## src/rtl/ddr_crc5_if.sv

```systemverilog
// Byte-stream and compare signals between the DDR TX/RX path and the CRC5 block.
interface ddr_crc5_if;
  logic       i_crc_init;
  logic       i_crc_en;
  logic [7:0] i_crc_parallel_data;
  logic       i_crc_last;
  logic       i_crc_check;
  logic [4:0] i_crc_rx_crc;
  logic       o_crc_ready;
  logic [4:0] o_crc_crc_value;
  logic       o_crc_valid;
  logic       o_crc_match;
  logic       o_crc_error;

  modport master (
    output i_crc_init, i_crc_en, i_crc_parallel_data, i_crc_last,
           i_crc_check, i_crc_rx_crc,
    input  o_crc_ready, o_crc_crc_value, o_crc_valid, o_crc_match, o_crc_error
  );

  modport slave (
    input  i_crc_init, i_crc_en, i_crc_parallel_data, i_crc_last,
           i_crc_check, i_crc_rx_crc,
    output o_crc_ready, o_crc_crc_value, o_crc_valid, o_crc_match, o_crc_error
  );
endinterface

```

## src/rtl/ddr_crc5.sv

```systemverilog
// Bit-serial CRC5 for DDR frames: one byte is folded in over 8 cycles, MSB first,
// with an end-of-frame valid pulse and an RX-side compare against a received CRC.
module ddr_crc5 #(
  parameter logic [4:0] SEED = 5'h1F,
  parameter logic [4:0] POLY = 5'h05
) (
  input logic       i_sys_clk,
  input logic       i_sys_rst,
  ddr_crc5_if.slave bus
);

  typedef enum logic [1:0] {IDLE, SHIFT, DONE} state_t;

  state_t     state;
  state_t     state_next;
  logic [4:0] crc;
  logic [4:0] crc_shifted;
  logic [2:0] bit_cnt;
  logic [7:0] data;
  logic       last;
  logic       match;
  logic       error;
  logic       feedback;

  always_ff @(posedge i_sys_clk or negedge i_sys_rst) begin
    if (!i_sys_rst) state <= IDLE;
    else            state <= state_next;
  end

  always_comb begin
    state_next = state;
    case (state)
      IDLE:  if (bus.i_crc_en) state_next = SHIFT;
      SHIFT: begin
        if (bus.i_crc_init)     state_next = IDLE;
        else if (bit_cnt == 3'd7) state_next = last ? DONE : IDLE;
      end
      DONE:  state_next = IDLE;
      default: state_next = IDLE;
    endcase
  end

  always_comb begin
    feedback    = crc[4] ^ data[7];
    crc_shifted = {crc[3:0], 1'b0} ^ (feedback ? POLY : 5'h00);
  end

  // Init always wins over shifting; an accepted byte starts from whatever the
  // register holds after this edge, so init+en in IDLE folds the byte into SEED.
  always_ff @(posedge i_sys_clk or negedge i_sys_rst) begin
    if (!i_sys_rst) begin
      crc     <= SEED;
      bit_cnt <= 3'd0;
      data    <= 8'h00;
      last    <= 1'b0;
      match   <= 1'b0;
      error   <= 1'b0;
    end else begin
      match <= 1'b0;
      error <= 1'b0;
      if (state == IDLE && bus.i_crc_check) begin
        match <= (crc == bus.i_crc_rx_crc);
        error <= (crc != bus.i_crc_rx_crc);
      end
      case (state)
        IDLE: begin
          if (bus.i_crc_init) crc <= SEED;
          if (bus.i_crc_en) begin
            data    <= bus.i_crc_parallel_data;
            last    <= bus.i_crc_last;
            bit_cnt <= 3'd0;
          end
        end
        SHIFT: begin
          if (bus.i_crc_init) begin
            crc <= SEED;
          end else begin
            crc     <= crc_shifted;
            data    <= {data[6:0], 1'b0};
            bit_cnt <= bit_cnt + 3'd1;
          end
        end
        DONE: if (bus.i_crc_init) crc <= SEED;
        default: crc <= SEED;
      endcase
    end
  end

  always_comb begin
    bus.o_crc_ready     = (state == IDLE);
    bus.o_crc_valid     = (state == DONE);
    bus.o_crc_crc_value = crc;
    bus.o_crc_match     = match;
    bus.o_crc_error     = error;
  end

endmodule

```

## src/flat_wrapper.sv

```systemverilog
// flat-port wrapper written by rule: the top's interface ports become plain ports
module ddr_crc5_flat 
#(
  parameter logic [4:0] SEED = 5'h1F,
  parameter logic [4:0] POLY = 5'h05
)
  (i_sys_clk, i_sys_rst, bus_i_crc_init, bus_i_crc_en, bus_i_crc_parallel_data, bus_i_crc_last, bus_i_crc_check, bus_i_crc_rx_crc, bus_o_crc_ready, bus_o_crc_crc_value, bus_o_crc_valid, bus_o_crc_match, bus_o_crc_error);
  ddr_crc5_if bus_i ();
  input logic i_sys_clk;
  input logic i_sys_rst;
  input wire logic [$bits(bus_i.i_crc_init)-1:0] bus_i_crc_init;
  input wire logic [$bits(bus_i.i_crc_en)-1:0] bus_i_crc_en;
  input wire logic [$bits(bus_i.i_crc_parallel_data)-1:0] bus_i_crc_parallel_data;
  input wire logic [$bits(bus_i.i_crc_last)-1:0] bus_i_crc_last;
  input wire logic [$bits(bus_i.i_crc_check)-1:0] bus_i_crc_check;
  input wire logic [$bits(bus_i.i_crc_rx_crc)-1:0] bus_i_crc_rx_crc;
  output wire logic [$bits(bus_i.o_crc_ready)-1:0] bus_o_crc_ready;
  output wire logic [$bits(bus_i.o_crc_crc_value)-1:0] bus_o_crc_crc_value;
  output wire logic [$bits(bus_i.o_crc_valid)-1:0] bus_o_crc_valid;
  output wire logic [$bits(bus_i.o_crc_match)-1:0] bus_o_crc_match;
  output wire logic [$bits(bus_i.o_crc_error)-1:0] bus_o_crc_error;
  assign bus_i.i_crc_init = bus_i_crc_init;
  assign bus_i.i_crc_en = bus_i_crc_en;
  assign bus_i.i_crc_parallel_data = bus_i_crc_parallel_data;
  assign bus_i.i_crc_last = bus_i_crc_last;
  assign bus_i.i_crc_check = bus_i_crc_check;
  assign bus_i.i_crc_rx_crc = bus_i_crc_rx_crc;
  assign bus_o_crc_ready = bus_i.o_crc_ready;
  assign bus_o_crc_crc_value = bus_i.o_crc_crc_value;
  assign bus_o_crc_valid = bus_i.o_crc_valid;
  assign bus_o_crc_match = bus_i.o_crc_match;
  assign bus_o_crc_error = bus_i.o_crc_error;
  ddr_crc5 #(.SEED(SEED), .POLY(POLY)) u_core (.i_sys_clk(i_sys_clk), .i_sys_rst(i_sys_rst), .bus(bus_i));
endmodule
```

## config.mk

```make
export PLATFORM = sky130hd
export DESIGN_NAME = ddr_crc5_flat
export DESIGN_NICKNAME = d
export VERILOG_FILES = /design/src/rtl/ddr_crc5_if.sv /design/src/rtl/ddr_crc5.sv /design/src/flat_wrapper.sv
export SDC_FILE = /design/constraint.sdc
export NUM_CORES = 1
export LEC_CHECK = 0
export BUFFER_PORTS_ARGS = -buffer_cell sky130_fd_sc_hd__buf_2
export CORE_UTILIZATION = 56
export DETAILED_ROUTE_END_ITERATION = 8
export PLACE_DENSITY = 0.83
export SKIP_LAST_GASP = 1
export SLEW_MARGIN = 10
export SYNTH_ARGS = -nofsm -noshare
export SYNTH_HDL_FRONTEND = slang
export SYNTH_SLANG_ARGS = --single-unit
```

## constraint.sdc

```tcl
create_clock -name i_sys_clk -period 3.15 [get_ports i_sys_clk]
set_input_delay 0.315 -clock i_sys_clk [delete_from_list [all_inputs] [get_ports i_sys_clk]]
set_output_delay 0.315 -clock i_sys_clk [all_outputs]
set_load 0.01 [all_outputs]
```

==> impl_metrics.tcl <==
set metrics [dict create \
    status "finished clean" \
    maxSlewViolCount 0 \
    grt_max_degree 22 \
    worstSetupEndpointType "flop" \
    fin_util_pct 68.2 \
    rows 16 \
    drcViolationCount 0 \
    syn_area_per_cell_um2 12.1 \
    core_area_um2 1940 \
    grt_overflow 0 \
    timing.fmax_mhz 519 \
    crit_path_start_kind "flop" \
    worstPathRequired_ps 3350 \
    path_clk_slew_ps 120 \
    die_x_um 47.3 \
    placed_area_um2 1290 \
    synth.most_common_cell "dfrtp_1" \
    worst-path-max-fanout 19 \
    finalCritPeriodShare_pct 61.2 \
    ys_types 30 \
    finalInstanceArea_um2 1330 \
    routed_wl_um 2020 \
    drt-initial-drc-count 3 \
    slowest_delay_ps 700 \
    crit_top_cell "mux2_4" \
    worstSetupPathType "reg -> reg" \
    dpl.cell_count 144 \
    grt_pass1_wl_um 3060 \
    combPwrFrac_pct 32.6 \
    ys_async_sr_fraction_pct 100 \
    synth_top_area_share_pct 34.8 \
    worst_hold_path_type "in -> reg" \
    fin_cells 149 \
    p_leak_nw 0.636 \
    ys_top_cells_by_area "dfrtp_1, mux2_4, dfstp_2, a22o_1, xor2_1" \
    cts_buffer_depth 2 \
    start_util_pct 59.3 \
    cts_root_buf "clkbuf_4" \
    n_antenna_cell 0 \
    synth_ff_type "dfrtp_1" \
    tns_ps 0 \
    vias_per_cell 5.36 \
    wire_per_inst_um 13.6 \
    cts_setup_buffers 0 \
    switching_share_pct 29.6 \
    crit_slowest_cell "dfrtp_1" \
    crit_chain "nand2b_1 -> mux2_4 -> mux2_4" \
    yosys.area.top_type "dfrtp_1" \
    yosysSeqAreaShare_pct 46.2 \
    worstMarginPinSlew_ps 573 \
    gr-usage-all-layers_pct 19.5 \
    num_io_pins 28 \
    port_buffers 27 \
    numCtsBuffers 3 \
    h-tree-depth 1 \
    dp_hpwl_um 1430 \
    cap_violations 0 \
    cts_num_sinks 21 \
    pwr-share-clk_pct 16.5 \
    setup_viol 0 \
    critPathBufInv 0 \
    synthesis.instances 95 \
    synthTopCellsByCount "dfrtp_1, mux2_4, nor2_1" \
    period_needed_ps 1930 \
    die-area_um2 2240 \
    intPower_uw 546 \
    grt_pass1_vias 734 \
    cp_top_family "flip-flops" \
    p_sw_uw 229 \
    cts-resized-gates 0 \
    hold_violations 0 \
    synth_fp_nets 116 \
    crit_arrival_ps 2130 \
    rsz0062_at_grt "false" \
    maxSlewHeadroom_pct 61.8 \
    power.density_nw_per_um2 585 \
    fill_cells 162 \
    vias 798 \
    ctsHoldBuffers 1 \
    clock_latency_ps 300 \
    holdWs_ps 241 \
    synth_edf_count 0 \
    drive_above_1_share_pct 45.1 \
    die_y_um 47.3 \
    drt_pass1_iterations 4 \
    ir_drop_mv 0.375 \
    p_seq_share_pct 51.0 \
    gp_congestion 0.745 \
    antenna_found_initial 0 \
    synth.cell_area_um2 1150 \
    synth_seq_cells 21 \
    ys_warn_count 0 \
    cts_tree "built" \
    ant_nets 0 \
    skew_ps 4.87 \
    layout.nets 144 \
    syn_to_final_growth_pct 15.1 \
]
[kinds of logic (layout without fill, tap and decap cells)]
group	count (synthesis)	in the layout	share of synthesized area, %
AOI/OAI and AO/OA	18	18	11.3
xor gates and xnor gates	7	7	5.33
adders and majority gates	2	2	2.17
buffers and inverters	6	33	3.15
DFF	21	21	46.2
muxes	15	15	19.2
and+or+nand+nor	26	26	12.6
[area by class of cell]
cell class	count	area [µm²]	area share [%]
Sequential cell	21	532	40.1
Tap cell	27	33.8	2.55
Timing Repair Buffer	28	145	11.0
Inverter	1	3.75	0.283
Multi-Input combinational cell	68	583	44.0
Clock buffer	3	22.5	1.70
Clock inverter	1	5.00	0.378
[worst paths after layout]
| path | startpoint | slack [ps] | to | cells past startpoint |
|---|---|---|---|---|
| max | u_core.state[0] | 1220 | u_core.data[5] | 3 |
| min | bus_i_crc_last | 240 | u_core.last | 2 |
| max reg2reg | u_core.state[0] | 1220 | u_core.data[5] | 3 |
| min reg2reg | u_core.last | 530 | u_core.state[1] | 2 |
| max in group asynchronous | i_sys_rst | 2310 | u_core.bus.o_crc_crc_value[2] | 2 |
| min in group asynchronous | i_sys_rst | 480 | u_core.data[3] | 2 |
[state kept, by name, indices dropped and copies added (netlist names)]
signal / flops
u_core.bus.o_crc_crc_value: 5
u_core.state: 2
u_core.last: 1
u_core.bit_cnt: 3
u_core.data: 8
u_core.bus.o_crc_error: 1
u_core.bus.o_crc_match: 1
[layout by cell type (no fill, tap or decap), types with 2 or more instances in the layout]
| cell | netlist | final |
|---|---|---|
| or2_2 | 2 | 2 |
| a22o_1 | 4 | 4 |
| clkbuf_4 | 0 | 3 |
| nand2b_1 | 5 | 5 |
| a21oi_1 | 3 | 3 |
| xnor2_1 | 3 | 3 |
| nor2b_1 | 2 | 2 |
| o21ai_0 | 2 | 2 |
| a31oi_1 | 2 | 2 |
| o22ai_1 | 3 | 3 |
| ha_1 | 2 | 2 |
| dfstp_2 | 5 | 5 |
| nand2_1 | 4 | 4 |
| buf_2 | 2 | 27 |
| nor3_1 | 4 | 4 |
| mux2_4 | 14 | 14 |
| nor2_1 | 6 | 6 |
| dfrtp_1 | 16 | 16 |
| xor2_1 | 4 | 4 |
[through the flow]
step | setup slack [ps] | total power, mW
2_1_floorplan | 1770 | 0.593
3_3_place_gp | 1290 | 0.638
3_5_place_dp | 1250 | 0.651
4_1_cts | 1210 | 0.781
5_1_grt | 1090 | 0.827
6_report | 1220 | 0.775
[worst register-to-register path, cell delays in order (launching register included)]
cell,delay [ps]
dfrtp_1,700
nand2b_1,460
mux2_4,420
mux2_4,250
[power by group through the flow]
stage          Combinational, mW  Sequential [mW]  Clock, mW
2_1_floorplan              0.211            0.382          0
3_3_place_gp               0.243            0.396          0
3_5_place_dp               0.251            0.400          0
4_1_cts                    0.255            0.395      0.132
5_1_grt                    0.277            0.404      0.146
6_report                   0.252            0.395      0.128
[per-layer routing]
| metal | part of all wire (%) | GRT usage [%] | up-vias |
|---|---|---|---|
| met5 | 0 | 0 | - |
| met4 | 1.6 | 10.9 | 0 |
| met3 | 4.5 | 3.85 | 4 |
| met2 | 47 | 29.3 | 23 |
| met1 | 47 | 26.3 | 387 |
| li1 | - | - | 384 |
Power figures use the tool's default switching activity.
